[config.mk]
export PLATFORM = sky130hd
export DESIGN_NAME = logic_unit_pipe_flat
export DESIGN_NICKNAME = d
export VERILOG_FILES = /design/src/rtl/logic_unit_pipe_if.sv /design/src/rtl/logic_unit_pipe.sv /design/src/flat_wrapper.sv
export SDC_FILE = /design/constraint.sdc
export NUM_CORES = 1
export LEC_CHECK = 0
export ABC_AREA = 1
export BUFFER_PORTS_ARGS = -buffer_cell sky130_fd_sc_hd__clkbuf_2
export CAP_MARGIN = 20
export CORE_UTILIZATION = 51
export DETAILED_ROUTE_END_ITERATION = 8
export PLACE_DENSITY = 0.78
export SLEW_MARGIN = 20
export SYNTH_ARGS = -nofsm -noshare
export SYNTH_HDL_FRONTEND = slang
export SYNTH_SLANG_ARGS = --single-unit
[constraint.sdc]
create_clock -name clk -period 1.4 [get_ports clk]
set_input_delay 0.14 -clock clk [delete_from_list [all_inputs] [get_ports clk]]
set_output_delay 0.14 -clock clk [all_outputs]
set_load 0.01 [all_outputs]
[src/rtl/logic_unit_pipe_if.sv]
// Handshake and result bundle for logic_unit_pipe.
// The parity signal exists only when LOGIC_UNIT_PARITY_EN is defined.
interface logic_unit_if #(
    parameter int WIDTH = 32,
    parameter int CNT_W = 16
);
    logic             in_valid;
    logic             in_ready;
    logic [1:0]       op;
    logic [WIDTH-1:0] a;
    logic [WIDTH-1:0] b;
    logic             out_valid;
    logic             out_ready;
    logic [WIDTH-1:0] result;
    logic             zero;
    logic             ones;
    logic [CNT_W-1:0] op_count;
`ifdef LOGIC_UNIT_PARITY_EN
    logic             parity;
`endif

    modport master (
`ifdef LOGIC_UNIT_PARITY_EN
        input  parity,
`endif
        output in_valid, op, a, b, out_ready,
        input  in_ready, out_valid, result, zero, ones, op_count
    );

    modport slave (
`ifdef LOGIC_UNIT_PARITY_EN
        output parity,
`endif
        input  in_valid, op, a, b, out_ready,
        output in_ready, out_valid, result, zero, ones, op_count
    );
endinterface

[src/rtl/logic_unit_pipe.sv]
// Two-stage pipelined bitwise logic unit (AND/OR/XOR/NOR).
// Stage 1 captures operands; stage 2 evaluates and registers result/flags.
// Optional feature macro: LOGIC_UNIT_PARITY_EN adds a registered parity output.
module logic_unit_pipe #(
    parameter int WIDTH = 32,
    parameter int CNT_W = 16
) (
    input  logic          clk,
    input  logic          rst_n,
    logic_unit_if.slave   bus
);
    logic             s1_valid;
    logic [WIDTH-1:0] s1_a;
    logic [WIDTH-1:0] s1_b;
    logic [1:0]       s1_op;

    logic             out_valid_q;
    logic [WIDTH-1:0] result_q;
    logic             zero_q;
    logic             ones_q;
    logic [CNT_W-1:0] cnt_q;
`ifdef LOGIC_UNIT_PARITY_EN
    logic             parity_q;
`endif

    logic             out_adv;
    logic             s1_adv;
    logic             in_ready;
    logic             accept;
    logic [WIDTH-1:0] res_d;

    // Pipeline advance controls; in_ready never looks at in_valid.
    always_comb begin
        out_adv  = !out_valid_q | bus.out_ready;
        s1_adv   = s1_valid & out_adv;
        in_ready = !s1_valid | out_adv;
        accept   = bus.in_valid & in_ready;
    end

    // Full 2-bit op decode on the stage-1 registers.
    always_comb begin
        res_d = '0;
        case (s1_op)
            2'b00:   res_d = s1_a & s1_b;
            2'b01:   res_d = s1_a | s1_b;
            2'b10:   res_d = s1_a ^ s1_b;
            default: res_d = ~(s1_a | s1_b);
        endcase
    end

    // Stage 1: capture operands on accept, empty when the beat moves on.
    always_ff @(posedge clk or negedge rst_n) begin
        if (!rst_n) begin
            s1_valid <= 1'b0;
            s1_a     <= '0;
            s1_b     <= '0;
            s1_op    <= 2'b00;
        end else if (accept) begin
            s1_valid <= 1'b1;
            s1_a     <= bus.a;
            s1_b     <= bus.b;
            s1_op    <= bus.op;
        end else if (s1_adv) begin
            s1_valid <= 1'b0;
        end
    end

    // Stage 2: output register; data and flags hold unless a new beat loads.
    always_ff @(posedge clk or negedge rst_n) begin
        if (!rst_n) begin
            out_valid_q <= 1'b0;
            result_q    <= '0;
            zero_q      <= 1'b0;
            ones_q      <= 1'b0;
`ifdef LOGIC_UNIT_PARITY_EN
            parity_q    <= 1'b0;
`endif
        end else if (out_adv) begin
            out_valid_q <= s1_valid;
            if (s1_valid) begin
                result_q <= res_d;
                zero_q   <= (res_d == '0);
                ones_q   <= &res_d;
`ifdef LOGIC_UNIT_PARITY_EN
                parity_q <= ^res_d;
`endif
            end
        end
    end

    // Saturating count of delivered results.
    always_ff @(posedge clk or negedge rst_n) begin
        if (!rst_n) begin
            cnt_q <= '0;
        end else if (out_valid_q && bus.out_ready && (cnt_q != '1)) begin
            cnt_q <= cnt_q + CNT_W'(1);
        end
    end

    assign bus.in_ready  = in_ready;
    assign bus.out_valid = out_valid_q;
    assign bus.result    = result_q;
    assign bus.zero      = zero_q;
    assign bus.ones      = ones_q;
    assign bus.op_count  = cnt_q;
`ifdef LOGIC_UNIT_PARITY_EN
    assign bus.parity    = parity_q;
`endif
endmodule

[src/flat_wrapper.sv]
// flat-port wrapper written by rule: the top's interface ports become plain ports
module logic_unit_pipe_flat 
#(
    parameter int WIDTH = 32,
    parameter int CNT_W = 16
)
  (clk, rst_n, bus_in_valid, bus_op, bus_a, bus_b, bus_out_ready, bus_in_ready, bus_out_valid, bus_result, bus_zero, bus_ones, bus_op_count);
  logic_unit_if #(.WIDTH(WIDTH), .CNT_W(CNT_W)) bus_i ();
  input  logic clk;
  input  logic rst_n;
  input wire logic [$bits(bus_i.in_valid)-1:0] bus_in_valid;
  input wire logic [$bits(bus_i.op)-1:0] bus_op;
  input wire logic [$bits(bus_i.a)-1:0] bus_a;
  input wire logic [$bits(bus_i.b)-1:0] bus_b;
  input wire logic [$bits(bus_i.out_ready)-1:0] bus_out_ready;
  output wire logic [$bits(bus_i.in_ready)-1:0] bus_in_ready;
  output wire logic [$bits(bus_i.out_valid)-1:0] bus_out_valid;
  output wire logic [$bits(bus_i.result)-1:0] bus_result;
  output wire logic [$bits(bus_i.zero)-1:0] bus_zero;
  output wire logic [$bits(bus_i.ones)-1:0] bus_ones;
  output wire logic [$bits(bus_i.op_count)-1:0] bus_op_count;
  assign bus_i.in_valid = bus_in_valid;
  assign bus_i.op = bus_op;
  assign bus_i.a = bus_a;
  assign bus_i.b = bus_b;
  assign bus_i.out_ready = bus_out_ready;
  assign bus_in_ready = bus_i.in_ready;
  assign bus_out_valid = bus_i.out_valid;
  assign bus_result = bus_i.result;
  assign bus_zero = bus_i.zero;
  assign bus_ones = bus_i.ones;
  assign bus_op_count = bus_i.op_count;
  logic_unit_pipe #(.WIDTH(WIDTH), .CNT_W(CNT_W)) u_core (.clk(clk), .rst_n(rst_n), .bus(bus_i));
endmodule
=== Word-level counts from Yosys, hierarchy flattened ===
Cells that the tools add are included.

* Multiply operators: 0
* Bitwise logic cells: 8
* Reductions and logical operators: 9
* Add/subtract/negate cells: 1
* Muxes and demuxes: 3
* Eq/ne operators: 3
* Divide/modulo/power cells: 0
* Shifts and indexed selects: 0
* Order comparisons: 0

{| class="wikitable"
|+ Operators with widths
! operator !! number
|-
| $pmux 32 s3 || 1
|-
| $and 32x32->32 || 1
|-
| $logic_not 32->1 || 1
|-
| $not 32->32 || 1
|-
| $or 32x32->32 || 1
|-
| $reduce_and 32->1 || 1
|-
| $xor 32x32->32 || 1
|-
| $add 16x1->16 const B || 1
|-
| $ne 16x16->1 const B || 1
|-
| $and 1x1->1 || 2
|-
| $eq 2x1->1 const B || 1
|-
| $eq 2x2->1 const B || 1
|-
| $logic_and 1x1->1 || 2
|-
| $logic_not 1->1 || 2
|-
| $logic_not 2->1 || 1
|-
| $mux 1 || 2
|-
| $or 1x1->1 || 2
|-
| $reduce_and 2->1 || 1
|-
| $reduce_bool 2->1 || 1
|}

* Output and inout port bits: 52
* Bits in latches: 0
* RAM bits: 0
* ROM bits: 0
* Register bits after elaboration: 118
* Memories kept: 0

=== Depth between registers and ports, before layout ===
Gate-level depths: netlist of run 1.

* Depth after elaboration: 5
* Gate-level depth with buffers: 13

=== Worst setup path before layout of run 1 ===
Ideal clock, no wire load.

* Path type: register -> register
* Start: reg u_core.cnt_q[0], in the netlist u_core.bus.op_count[0]
* End: reg u_core.cnt_q[8], in the netlist u_core.bus.op_count[8]
* Data arrival time: 1.465 ns
* Slack: -0.188 ns
* Cell stages (with the launch flop): 9
* Clock period less this slack: 1.588 ns
* Required time: 1.277 ns
* Buffers on the path: 0
* Library setup time: 0.123 ns
* Cells stage by stage: dfrtp_1 > ha_1 > nand3_1 > nor2_1 > nand3_1 > nand2_1 > nor2_1 > nand3_1 > xor2_1

* Word-level cells in the longest chain between the ends: 2

{| class="wikitable"
|+ Ends and longest elaborated chain
! what !! line !! text
|-
| start: declaration || logic_unit_pipe.sv:21 || <nowiki>logic [CNT_W-1:0] cnt_q;</nowiki>
|-
| start signal: assignment || logic_unit_pipe.sv:96 || <nowiki>cnt_q <= cnt_q + CNT_W'(1);</nowiki>
|-
| branches (longest 2 deep; another with $add 16x1->16) || -- ||
|}

Parallel ways; which one is timed is not known.
A chain may end at the register's enable or synchronous reset.

=== Worst setup path in the final report of run 1 ===
* Start: reg u_core.cnt_q[15], in the netlist u_core.bus.op_count[15]
* End: reg u_core.cnt_q[5], in the netlist u_core.bus.op_count[5]

* Word-level cells in the longest chain between the ends: 2

{| class="wikitable"
|+ Ends and longest elaborated chain
! what !! line !! text
|-
| $ne 16x16->1 || logic_unit_pipe.sv:95 || <nowiki>end else if (out_valid_q && bus.out_ready && (cnt_q != '1)) begin</nowiki>
|-
| $logic_and 1x1->1 || logic_unit_pipe.sv:95 ||
|}

No other way between the ends.

==> results.txt, run 1 <==
----------------------------------------------------
[Run status]
  Result of the run ... finished, violations left
  Violations in the final reports ... negative hold slack, negative setup slack

[Logic synthesis]
  Number of register bits inferred by synthesis ... between 100 and 150
  Average footprint of a synthesized cell ... 7.62 µm²
  Compound-Gate Fraction of Synth Area ... 8.00%
  Dominant register cell in the synthesized netlist ... sky130_fd_sc_hd__dfrtp_1
  Net count after synthesis ... 1,046
  Synthesized-area fraction occupied by xor and xnor cells ... 1.89%
  Share of async-settable or async-resettable flops after synthesis ... 100%
  Top post-synthesis cells by area ... sky130_fd_sc_hd__dfrtp_1 43%, sky130_fd_sc_hd__ha_1 12%, sky130_fd_sc_hd__nand2_1 10%
  Part of the Yosys area used for sequential elements ... 42.5%
  Combinational family with the most area after synthesis ... simple AND/OR/NAND/NOR gates
  Synthesized area ... 6940 µm²
  Distinct cell type count after synthesis ... 22
  Total number of yosys warnings ... 0
  Post-Synth Simple-Gate Area ... 26.1%
  Share of synthesized area spent on multiplexers ... 0%
  Adder-cell area share of the yosys netlist ... about an eighth
  Post-Synthesis Cells ... 911
  Number of enable-type register cells in the synthesized netlist ... 0
  Top cell type's share of synthesized area ... 42.5%
  Leading area contributor after synthesis ... sky130_fd_sc_hd__dfrtp_1

[Floorplanning]
  Die height ... 119 µm
  Die Footprint ... approximately 14,000 µm²
  Effective utilization at floorplan ... 52.4%
  Width of the chip ... 119 µm
  Area of the core ... around 13,000 µm²
  Total number of placement rows ... between 40 and 50
  Number of top-level design ports ... 122

[Timing]
  Max Slew Vio Count ... 0
  Worst path setup slack after routing ... -0.459 ns
  Minimum clock period ... 1.86 ns
  Post-route clock period utilization ... 133%
  Worst Hold Margin ... -0.000828 ns
  Transition at the pin with the smallest max-transition slack ... just under 0.6 ns
  Worst clock skew on the final layout ... about 0.014 ns
  Headroom to the max-slew limit ... 61.4%
  Post-route setup TNS ... -10.29 ns
  Final hold viol count ... 1
  Unrepaired setup endpoints after global routing ... true
  Fmax achieved ... 0.538 GHz
  Finish-stage setup viols ... 80

[Min path]
  Hold Path Depth ... 3
  Tightest Hold Check Type ... primary input to flip-flop

[Critical path]
  Maximum fanout along the worst path ... 6
  Data required, critical path ... 1.73 ns
  CP arrival ... about 2.2 ns
  Number of cells traversed by the worst register-to-register path ... 8
  CP Buf/Inv Count ... 2
  Max stage delay cell, worst path ... sky130_fd_sc_hd__dfrtp_1
  Setup crit start kind ... flip-flop
  Worst setup path class ... flip-flop to flip-flop
  Kind of cell adding the most delay to the critical path ... simple AND/OR/NAND/NOR gates
  Cell-by-cell trace of the critical path ... nand2_1 -> nor2_4 -> nand3_4 -> nand2_8 -> buf_12 -> inv_6 -> nand2_4 -> xor2_2
  Peak per-stage delay on the critical path ... slightly below 0.6 ns
  Stages on worst setup path ... 8
  Element type at the critical path end ... flip-flop

[Pwr]
  Pwr per Cell Area ... 1450 nW/µm²
  Largest voltage drop on the vdd net ... 0.912 mV
  Leak ... 5.78 nW

[Clock network]
  Buffers from clock root to sink, at most ... 2
  CTS tree ... yes
  # H-tree levels ... 4
  Number of clock sinks ... 118
  Latest clock arrival within the worst-skew pair ... 0.45 ns
  Clock Pin Slew Worst Setup and Hold Paths ... approximately 0.070 ns
  Clock root cell ... sky130_fd_sc_hd__clkbuf_16
  Number of buffers added by the clock tree synthesis step ... 17

[Layout]
  Total area of multi-input combinational cells ... approximately 3700 µm²
  Number of nets in the final layout ... 1,408
  Area growth, synth to finish ... 58.1%
  Fraction of the core area covered by cells at the end of the flow ... slightly above 80%
  Register area ... between 2000 and 3000 µm²
  Share of final-layout standard cells stronger than drive strength 1 ... 34.5%
  Most common cell after layout, fill and taps aside ... sky130_fd_sc_hd__buf_4
  Count of filler cells inserted in the layout ... 699
  Commonest non-fill, non-tap cells in the layout ... 171 x sky130_fd_sc_hd__buf_4, 167 x sky130_fd_sc_hd__nand2_1, 127 x sky130_fd_sc_hd__inv_1, 118 x sky130_fd_sc_hd__clkbuf_2, 111 x sky130_fd_sc_hd__dfrtp_1

[Detailed routing]
  Routed Antenna Nets ... 0
  DRC violation total after the first TritonRoute iteration ... 1,176
  Via/cell ratio ... 5.63
  Total Wirelength ... 27,000 µm
  Vias ... 8,242
  DRC errors left ... 0
  Wirelength per Cell ... between 15 and 20 µm
  Number of iterations in the first detailed-routing pass ... 7

[Global routing]
  Global-route wire length before repair ... ~38,000 µm
  Number of global-route vias before repair ... 7,743
  Gr usage total ... 34.7%
  Number of antenna violations at the first check in global routing ... 2
  Leftover overflow at the end of global routing ... 0
  Pin count of the biggest net entering global routing ... 76

[Placement]
  Port-buffer cells ... 121
  GP Congestion ... slightly below 0.9
  HPWL Detailed ... approximately 13,000 µm

[Flow run]
  Count of maximum capacitance violations ... 0

----------------------------------------------------
-- synth_stat cells (all sizes together) (4+ instances only) --
master,count
ha,65
nand2,191
a21oi,66
inv,132
nand3,87
xnor2,4
o21ai,45
nor3,6
nor2,111
xor2,11
clkbuf,24
nand4,30
buf,18
dfrtp,118
-- cells by family (layout without fill, tap and decap cells) --
group / Yosys count / in the layout
fa+ha+maj: 65 / 65
other cells: 0 / 1
flops: 118 / 118
xor+xnor: 15 / 15
buf+inv: 174 / 549
compound gates: 111 / 111
simple gates: 428 / 428
-- metal layers --
metal	GRT usage, %	vias to the layer above	share of wire (%)
met4	19.5	2	6.7
li1	-	3617	-
met2	56.8	619	47
met3	7.58	171	9.8
met1	42.5	3833	36
met5	0	-	0.044
-- metrics by stage --
step	power (W)	instance area (µm²)	setup WS, ns	std cells
after floorplan	0.00717	7050	-0.0724	911
after global placement	0.00970	9050	-0.334	1341
after detailed placement	0.00985	9050	-0.378	1341
after CTS	0.0148	10600	-0.241	1448
after global routing	0.0166	11000	-0.476	1463
final	0.0160	11000	-0.459	1463
-- flip-flops by register name, summed over array words and instances, names as in the netlist --
signal	cells
u_core.s1_op	2
u_core.bus.out_valid	1
u_core.s1_a	32
u_core.bus.zero	1
u_core.bus.op_count	16
u_core.s1_b	32
u_core.bus.result	32
u_core.bus.ones	1
u_core.s1_valid	1
-- where the power goes --
part | switching, W | internal [W] | leakage, nW
clock network | 0.00182 | 0.00267 | 0.279
registers | 0.000679 | 0.00417 | 1.37
logic | 0.00357 | 0.00305 | 4.13
-- path summary, 6_finish.rpt --
kind	slack (ns)	startpoint	end
max	-0.46	u_core.bus.op_count[15]$_DFFE_PN0P_	u_core.bus.op_count[5]$_DFFE_PN0P_
min	-0.0008	bus_a[23]	u_core.s1_a[23]$_DFFE_PN0P_
max reg2reg	-0.46	u_core.bus.op_count[15]$_DFFE_PN0P_	u_core.bus.op_count[5]$_DFFE_PN0P_
min reg2reg	0.48	u_core.bus.result[26]$_DFFE_PN0P_	u_core.bus.result[26]$_DFFE_PN0P_
max in group asynchronous	0.73	rst_n	u_core.s1_op[1]$_DFFE_PN0P_
min in group asynchronous	0.23	rst_n	u_core.bus.op_count[9]$_DFFE_PN0P_
-- worst register-to-register path, stage by stage, from the launching register on --
cell and delay, ns:
sky130_fd_sc_hd__dfrtp_1 0.58, sky130_fd_sc_hd__nand2_1 0.20, sky130_fd_sc_hd__nor2_4 0.18, sky130_fd_sc_hd__nand3_4 0.16
sky130_fd_sc_hd__nand2_8 0.16, sky130_fd_sc_hd__buf_12 0.13, sky130_fd_sc_hd__inv_6 0.03, sky130_fd_sc_hd__nand2_4 0.05
sky130_fd_sc_hd__xor2_2 0.26
-- area by class of cell --
type	instances	share of cell area (%)
Antenna cell	1	0.0228
Clock buffer	18	4.00
Clock inverter	14	1.39
Inverter	132	4.60
Multi-Input combinational cell	619	34.1
Sequential cell	118	27.0
Tap cell	176	2.01
Timing Repair Buffer	385	26.9
-- timing repair --
item,4_1_cts,5_1_grt
hold buffers,65,0
gates cloned,1,1
pin swaps,18,22
endpoints found under the setup margin,48,80
gates resized for setup,71,68
endpoints found under the hold margin,182,0
buffers inserted,9,18
Note: power is estimated with default switching activity, not from simulation.
==> inputs of run 2 (changes only) <==
- CORE_MARGIN: not set -> 2
==> run 2 against run 1 <==
Compared with the run above:
- the flow finishes with violations (negative setup slack)
- fmax fell by 8.4%
- global-route usage fell by 3.8 points
- clock power fell by 4.9%
- non-clock buffer count fell by 24
- largest power group unchanged
- critical path type unchanged
- sequential cell count did not move
- final area rose by 0.19%
- core utilization fell by 0.17 points
- sequential power fell by 2%
- combinational power barely moved
==> results.txt, run 2 (synthesis results as in run 1) <==
----------------------------------------------------
[Placement]
  GP Congestion ... 0.911 (+3.2%)
  HPWL Detailed ... 13,800 µm (+2.6%)
  Port-buffer cells ... 121 (unchanged)

[Global routing]
  Global-route wire length before repair ... 35,200 µm (-7.3%)
  Number of global-route vias before repair ... 7,358 (-5.0%)
  Pin count of the biggest net entering global routing ... 76 (unchanged)
  Leftover overflow at the end of global routing ... 0 (unchanged)
  Gr usage total ... 31.0% (-3.8 points)
  Number of antenna violations at the first check in global routing ... 0 (-2)

[Critical path]
  Kind of cell adding the most delay to the critical path ... simple AND/OR/NAND/NOR gates
  Element type at the critical path end ... flip-flop
  CP most frequent cell ... sky130_fd_sc_hd__nand2_1
  Cell-by-cell trace of the critical path ... buf_6 -> buf_12 -> inv_16 -> nor2_4 -> buf_6 -> nand2_1 -> nand4_1 -> nand2_1 -> nor2_1 -> nand2_1 -> nor2_2 -> nand3_1 -> nand2_1
  Max stage delay cell, worst path ... sky130_fd_sc_hd__dfrtp_2
  Worst R2R End ... u_core.bus.ones$_DFFE_PN0P_
  CP Buf/Inv Count ... 4 (+2)
  Data required, critical path ... 1.77 ns (+0.04 ns)
  Number of cells traversed by the worst register-to-register path ... 13 (+5)
  Setup crit start kind ... flip-flop
  Worst r2r src ... u_core.s1_op[1]$_DFFE_PN0P_
  CP arrival ... 2.40 ns (+0.21 ns)
  Peak per-stage delay on the critical path ... 0.47 ns (-0.11 ns)
  Worst setup path class ... flip-flop to flip-flop
  Maximum fanout along the worst path ... 6 (unchanged)
  Internal reg-to-reg setup slack ... -0.63 ns (-0.17 ns)

[Flow run]
  Count of maximum capacitance violations ... 0 (unchanged)

[Clock network]
  Latest clock arrival within the worst-skew pair ... 0.43 ns (-0.02 ns)
  Number of clock sinks ... 118 (unchanged)
  Clock root cell ... sky130_fd_sc_hd__clkbuf_16
  CTS tree ... yes
  Number of buffers added by the clock tree synthesis step ... 17 (unchanged)
  Buffers from clock root to sink, at most ... 2 (unchanged)
  Clock Pin Slew Worst Setup and Hold Paths ... 0.06 ns (about the same)
  # H-tree levels ... 4 (unchanged)

[Detailed routing]
  Via/cell ratio ... 5.58 (-1.0%)
  Routed Antenna Nets ... 0 (unchanged)
  DRC violation total after the first TritonRoute iteration ... 897 (-24%)
  Number of iterations in the first detailed-routing pass ... 7 (unchanged)
  Wirelength per Cell ... 18.2 µm (-1.2%)
  Vias ... 8,024 (-2.6%)
  DRC errors left ... 0 (unchanged)
  Total Wirelength ... 26,200 µm (-2.8%)

[Run status]
  Violations in the final reports ... negative setup slack
  Result of the run ... finished, violations left

[Timing]
  Minimum clock period ... 2.03 ns (+0.169 ns)
  Fmax achieved ... 0.493 GHz (-8.4%)
  Transition at the pin with the smallest max-transition slack ... 0.438 ns (-0.139 ns)
  Worst path setup slack after routing ... -0.629 ns (-0.169 ns)
  Post-route setup TNS ... -8.59 ns (+1.70 ns)
  Final hold viol count ... 0 (-1)
  Headroom to the max-slew limit ... 70.8% (+9.4 points)
  Unrepaired setup endpoints after global routing ... true
  Post-route clock period utilization ... 145% (+12 points)
  Worst clock skew on the final layout ... 0.0111 ns (-0.00308 ns)
  Finish-stage setup viols ... 51 (-36%)
  Max Slew Vio Count ... 0 (unchanged)

[Min path]
  Hold Path Depth ... 3 (unchanged)
  Hold Path Sink ... u_core.s1_b[24]$_DFFE_PN0P_
  Tightest Hold Check Type ... primary input to flip-flop
  Hold path start ... bus_b[24]

[Floorplanning]
  Number of top-level design ports ... 122 (unchanged)
  Total number of placement rows ... 42 (unchanged)
  Die height ... 121 µm (+1.7%)
  Width of the chip ... 121 µm (+1.7%)
  Area of the core ... 13,300 µm² (+0.40%)
  Die Footprint ... 14,600 µm² (+3.4%)
  Effective utilization at floorplan ... 52.2% (-0.21 points)

[Layout]
  Commonest non-fill, non-tap cells in the layout ... 156 x sky130_fd_sc_hd__nand2_1, 140 x sky130_fd_sc_hd__buf_4, 120 x sky130_fd_sc_hd__inv_1, 120 x sky130_fd_sc_hd__clkbuf_2, 114 x sky130_fd_sc_hd__dfrtp_1
  Antenna Diode Count ... 0 (-1)
  Share of final-layout standard cells stronger than drive strength 1 ... 35.7% (+1.2 points)
  Number of nets in the final layout ... 1,386 (-1.6%)
  Area growth, synth to finish ... 58.5%
  Most common cell after layout, fill and taps aside ... sky130_fd_sc_hd__nand2_1

[Pwr]
  Largest voltage drop on the vdd net ... 0.987 mV (+8.3%)
  Overall power after layout ... 0.0157 W (-1.9%)
  Pwr per Cell Area ... 1420 nW/µm² (-2.1%)
  Leak ... 5.75 nW (-0.56%)

----------------------------------------------------
==> run 2: changes by cell type in the layout (fill, tap and decap cells not counted), moves of 7 or more <==
cell	delta
sky130_fd_sc_hd__buf_4	-31
sky130_fd_sc_hd__inv_2	+7
sky130_fd_sc_hd__inv_1	-7
sky130_fd_sc_hd__nand3_2	+9
sky130_fd_sc_hd__nand2_2	+9
sky130_fd_sc_hd__o21ai_1	+9
sky130_fd_sc_hd__nand2_1	-11
sky130_fd_sc_hd__nand3_1	-10
sky130_fd_sc_hd__o21ai_0	-12
==> run 2: per-stage QoR <==
step	worst slack (ns)	std cells	cell area [µm²]	hold WS, ns	utilization, %
6_report	-0.629	1439	11000	0.00847	82.8
4_1_cts	-0.270	1424	10500	0.000102	78.7
3_5_place_dp	-0.369	1324	8960	0.145	67.4
2_1_floorplan	-0.0724	911	7050	-0.156	-
3_3_place_gp	-0.344	1324	8960	0.144	67.4
5_1_grt	-0.621	1439	11000	-0.0101	82.8
==> run 2: routing by layer <==
metal | vias to the layer above | track usage [%] | part of all wire, %
met5 | - | 0 | 0
met4 | 0 | 12.9 | 5.6
met3 | 179 | 5.38 | 9.7
met2 | 565 | 52.3 | 47
met1 | 3702 | 39.2 | 37
li1 | 3578 | - | -
==> run 2: repair_timing <==
item | 4_1_cts | 5_1_grt
setup endpoints to repair | 49 | 89
hold buffers | 62 | 0
endpoints found under the hold margin | 179 | 0
gates cloned | 0 | 6
resized for setup | 75 | 117
pin swaps | 23 | 34
setup buffers | 9 | 12
==> run 2: cell type report <==
| type | count | area [µm²] |
|---|---|---|
| timing repair inverter | 1 | 16.3 |
| clock buffer | 24 | 502 |
| inverter | 132 | 519 |
| timing repair buffer | 361 | 2870 |
| fill | 679 | 2290 |
| sequential | 118 | 2960 |
| multi-input combinational | 620 | 3850 |
| tap | 176 | 220 |
| clock inverter | 7 | 68.8 |
==> run 2: worst max path at each step <==
stage                                        from                             endpoint  slack [ns]  cells past startpoint
2_1_floorplan  u_core.bus.op_count[0]$_DFFE_PN0P_  u_core.bus.op_count[13]$_DFFE_PN0P_       -0.07                      8
3_3_place_gp          u_core.s1_b[11]$_DFFE_PN0P_          u_core.bus.zero$_DFFE_PN0P_       -0.34                     11
3_5_place_dp          u_core.s1_op[1]$_DFFE_PN0P_          u_core.bus.ones$_DFFE_PN0P_       -0.37                     12
4_1_cts                u_core.s1_b[3]$_DFFE_PN0P_          u_core.bus.zero$_DFFE_PN0P_       -0.27                     11
5_1_grt               u_core.s1_op[1]$_DFFE_PN0P_          u_core.bus.ones$_DFFE_PN0P_       -0.62                     13
6_report              u_core.s1_op[1]$_DFFE_PN0P_          u_core.bus.ones$_DFFE_PN0P_       -0.63                     13
==> run 2: worst min-delay path: stages <==
cell and delay (ns):
sky130_fd_sc_hd__clkbuf_2 0.10, sky130_fd_sc_hd__nor2_1 0.05, sky130_fd_sc_hd__a21oi_1 0.11
==> run 2: power by group <==
| part | internal, W | switching, W | total [W] |
|---|---|---|---|
| logic | 0.00297 | 0.00364 | 0.00661 |
| clock network | 0.00266 | 0.00162 | 0.00428 |
| registers | 0.00417 | 0.000602 | 0.00477 |
| total | 0.00980 | 0.00586 | 0.0157 |
==> inputs of run 3 (changes only) <==
- BUFFER_PORTS_ARGS: -buffer_cell sky130_fd_sc_hd__clkbuf_2 -> -buffer_cell sky130_fd_sc_hd__buf_4
==> run 3 against run 2 <==
Compared with the run above:
- hold slack worse by 0.022 ns
- via count grew 12%
- highest routed layer unchanged
- largest cell class unchanged
- global-route usage increased by 2.1 points
- sequential share of layout area fell by 1.6 points
- first-iteration DRC count increased by 73%
- non-clock buffer count increased by 22
- total power rose by 9.3%
- clock skew grew 0.0011 ns
- sequential power up 0.8%
- core utilization rose by 5.1 points
- the flow finishes with violations (design-rule violations, negative hold slack, negative setup slack)
- critical endpoint is now u_core.bus.zero$_DFFE_PN0P_
==> results.txt, run 3 (synthesis results as in run 1) <==
----------------------------------------------------
[Run status]
  Result of the run ... finished, violations left
  Violations in the final reports ... design-rule violations, negative hold slack, negative setup slack

[Floorplanning]
  Effective utilization at floorplan ... 52.2% (unchanged)
  Number of top-level design ports ... 122 (unchanged)
  Die height ... 121 µm (unchanged)
  Die Footprint ... 14,600 µm² (unchanged)
  Width of the chip ... 121 µm (unchanged)
  Total number of placement rows ... 42 (unchanged)
  Area of the core ... 13,300 µm² (unchanged)

[Detailed routing]
  Via/cell ratio ... 6.17 (+11%)
  Total Wirelength ... 32,900 µm (+25%)
  Number of iterations in the first detailed-routing pass ... 9 (+2)
  DRC errors left ... 21 (+21)
  DRC violation total after the first TritonRoute iteration ... 1,548 (+73%)
  Wirelength per Cell ... 22.5 µm (+24%)
  Routed Antenna Nets ... 0 (unchanged)
  Vias ... 8,990 (+12%)

[Layout]
  Total non-filler cell area in the finished layout ... 11,700 µm² (+6.2%)
  Most common cell after layout, fill and taps aside ... sky130_fd_sc_hd__buf_4
  Commonest non-fill, non-tap cells in the layout ... 263 x sky130_fd_sc_hd__buf_4, 143 x sky130_fd_sc_hd__nand2_1, 117 x sky130_fd_sc_hd__inv_1, 113 x sky130_fd_sc_hd__dfrtp_1, 84 x sky130_fd_sc_hd__nor2_1
  Area growth, synth to finish ... 68.3%
  Final Instance Count excl. Fillers ... 1,458 (+1.3%)
  Number of nets in the final layout ... 1,406 (+1.4%)
  Count of filler cells inserted in the layout ... 535 (-21%)
  Antenna Diode Count ... 0 (unchanged)
  Share of final-layout standard cells stronger than drive strength 1 ... 40.1% (+4.4 points)

[Min path]
  Tightest Hold Check Type ... primary input to flip-flop
  Hold Path Depth ... 3 (unchanged)
  Hold path start ... bus_a[0]
  Hold Path Sink ... u_core.s1_a[0]$_DFFE_PN0P_

[Pwr]
  Leak ... 6.04 nW (+5.1%)
  Largest voltage drop on the vdd net ... 1.01 mV (+2.1%)
  Pwr per Cell Area ... 1460 nW/µm² (+2.9%)

[Clock network]
  Number of clock sinks ... 118 (unchanged)
  Buffers from clock root to sink, at most ... 2 (unchanged)
  CTS tree ... yes
  Clock root cell ... sky130_fd_sc_hd__clkbuf_16
  # H-tree levels ... 4 (unchanged)
  Latest clock arrival within the worst-skew pair ... 0.44 ns (about the same)
  Number of buffers added by the clock tree synthesis step ... 17 (unchanged)
  Clock Pin Slew Worst Setup and Hold Paths ... 0.06 ns (about the same)

[Global routing]
  Global-route wire length before repair ... 37,700 µm (+7.2%)
  Gr usage total ... 33.0% (+2.1 points)
  Pin count of the biggest net entering global routing ... 73 (-3.9%)
  Leftover overflow at the end of global routing ... 0 (unchanged)
  Number of antenna violations at the first check in global routing ... 0 (unchanged)
  Number of global-route vias before repair ... 7,659 (+4.1%)

[Timing]
  Worst path setup slack after routing ... -1.30 ns (-0.672 ns)
  Post-route clock period utilization ... 193% (+48 points)
  Worst clock skew on the final layout ... 0.0121 ns (+0.00109 ns)
  Transition at the pin with the smallest max-transition slack ... 0.983 ns (+0.545 ns)
  Worst Hold Margin ... -0.0134 ns (-0.0218 ns)
  Minimum clock period ... 2.70 ns (+0.672 ns)
  Unrepaired setup endpoints after global routing ... true
  Max Slew Vio Count ... 0 (unchanged)
  Finish-stage setup viols ... 59 (+16%)
  Headroom to the max-slew limit ... 33.8% (-37 points)
  Final hold viol count ... 1 (+1)
  Fmax achieved ... 0.370 GHz (-25%)

[Placement]
  HPWL Detailed ... 13,700 µm (-0.92%)
  Post-place instance area ... 9310 µm² (+3.9%)
  GP Congestion ... 0.867 (-4.8%)
  Port-buffer cells ... 121 (unchanged)
  Placed cell count ... 1,330 (+0.45%)

[Critical path]
  Data required, critical path ... 1.78 ns (about the same)
  Kind of cell adding the most delay to the critical path ... simple AND/OR/NAND/NOR gates
  CP Buf/Inv Count ... 2 (-2)
  Max stage delay cell, worst path ... sky130_fd_sc_hd__o21ai_0
  Cell-by-cell trace of the critical path ... buf_6 -> buf_6 -> o21ai_0 -> nand3_2 -> nand2_2 -> nand2_1 -> nor2_1 -> nand2_1 -> nor2_1 -> nand3_1 -> nand2_1
  CP most frequent cell ... sky130_fd_sc_hd__nand2_1
  Worst r2r src ... u_core.s1_op[1]$_DFFE_PN0P_
  Maximum fanout along the worst path ... 14 (+8)
  Setup crit start kind ... flip-flop
  Internal reg-to-reg setup slack ... -1.30 ns (-0.67 ns)
  Worst setup path class ... flip-flop to flip-flop
  CP arrival ... 3.08 ns (+0.68 ns)
  Number of cells traversed by the worst register-to-register path ... 11 (-2)
  Element type at the critical path end ... flip-flop
  Worst R2R End ... u_core.bus.zero$_DFFE_PN0P_
  Peak per-stage delay on the critical path ... 0.79 ns (+0.32 ns)

[Flow run]
  Count of maximum capacitance violations ... 0 (unchanged)

----------------------------------------------------
==> run 3: cell count changes in the layout (fill, tap and decap cells not counted), moves of 4 or more <==
cell | before | now
sky130_fd_sc_hd__nand2_4 | 6 | 11
sky130_fd_sc_hd__clkbuf_8 | 5 | 1
sky130_fd_sc_hd__buf_4 | 140 | 263
sky130_fd_sc_hd__nand3_1 | 64 | 47
sky130_fd_sc_hd__nand2_2 | 29 | 34
sky130_fd_sc_hd__o21ai_0 | 15 | 9
sky130_fd_sc_hd__nor2_2 | 10 | 15
sky130_fd_sc_hd__nand3_2 | 18 | 34
sky130_fd_sc_hd__buf_6 | 21 | 42
sky130_fd_sc_hd__nor2_1 | 90 | 84
sky130_fd_sc_hd__o21ai_2 | 10 | 22
sky130_fd_sc_hd__nand2_1 | 156 | 143
sky130_fd_sc_hd__o21ai_1 | 20 | 14
sky130_fd_sc_hd__clkbuf_2 | 120 | 0
==> run 3: what timing repair did <==
action	in CTS	in global routing
gates cloned	2	3
hold buffers	63	0
buffers inserted	16	21
gates resized for setup	90	182
pin swaps	32	55
endpoints found under the hold margin	180	0
setup endpoints to repair	45	56
==> run 3: final cells by class <==
type	count	area (µm²)	share of cell area [%]
multi-input cells	619	4060	34.7
repair buffers	383	3380	29.0
flip-flops and latches	118	2960	25.3
inverters	132	510	4.37
clock buffers	20	447	3.82
well taps	176	220	1.88
clock inverters	10	108	0.921
==> run 3: worst register-to-register path: stages (launching register included) <==
cell and delay, ns:
sky130_fd_sc_hd__dfrtp_2 0.47, sky130_fd_sc_hd__buf_6 0.16, sky130_fd_sc_hd__buf_6 0.16, sky130_fd_sc_hd__o21ai_0 0.79, sky130_fd_sc_hd__nand3_2 0.17, sky130_fd_sc_hd__nand2_2 0.16
sky130_fd_sc_hd__nand2_1 0.12, sky130_fd_sc_hd__nor2_1 0.17, sky130_fd_sc_hd__nand2_1 0.11, sky130_fd_sc_hd__nor2_1 0.17, sky130_fd_sc_hd__nand3_1 0.11, sky130_fd_sc_hd__nand2_1 0.07
==> run 3: worst max-delay path by stage <==
stage	start	endpoint	slack [ns]	depth (start not counted)
after global routing	u_core.s1_op[1]$_DFFE_PN0P_	u_core.bus.zero$_DFFE_PN0P_	-1.20	11
after CTS	u_core.s1_op[0]$_DFFE_PN0P_	u_core.bus.zero$_DFFE_PN0P_	-0.29	12
after global placement	u_core.s1_op[0]$_DFFE_PN0P_	u_core.bus.zero$_DFFE_PN0P_	-0.34	12
final	u_core.s1_op[1]$_DFFE_PN0P_	u_core.bus.zero$_DFFE_PN0P_	-1.30	11
after floorplan	u_core.bus.op_count[0]$_DFFE_PN0P_	u_core.bus.op_count[13]$_DFFE_PN0P_	-0.07	8
after detailed placement	u_core.s1_op[0]$_DFFE_PN0P_	u_core.bus.zero$_DFFE_PN0P_	-0.39	12
==> run 3: power breakdown <==
group	total, W	switching, W	internal, W
Sequential	0.00481	0.000639	0.00417
Combinational	0.00801	0.00435	0.00366
Clock	0.00430	0.00167	0.00262
Total	0.0171	0.00666	0.0105
==> run 3: routing by layer <==
layer / global-route usage [%] / wire length [µm] / share of wire, % / up-vias
li1: - / - / - / 3635
met1: 42.1 / 11100 / 34 / 4164
met2: 54.3 / 14600 / 44 / 872
met3: 6.18 / 4000 / 12 / 319
met4: 15.5 / 3230 / 9.8 / 0
met5: 0 / 0 / 0 / -
==> run 3: per-stage QoR <==
stage | util (%) | worst slack [ns] | TNS [ns] | total power (W) | hold WS, ns
floorplan | - | -0.0724 | -0.254 | 0.00717 | -0.156
global placement | 70.0 | -0.343 | -3.35 | 0.00995 | -0.00707
detailed placement | 70.0 | -0.385 | -5.11 | 0.0101 | -0.00775
CTS | 81.9 | -0.295 | -2.94 | 0.0150 | 0.00232
global route | 87.9 | -1.20 | -13.64 | 0.0176 | 0.0318
finish | 87.9 | -1.30 | -11.73 | 0.0171 | -0.0134
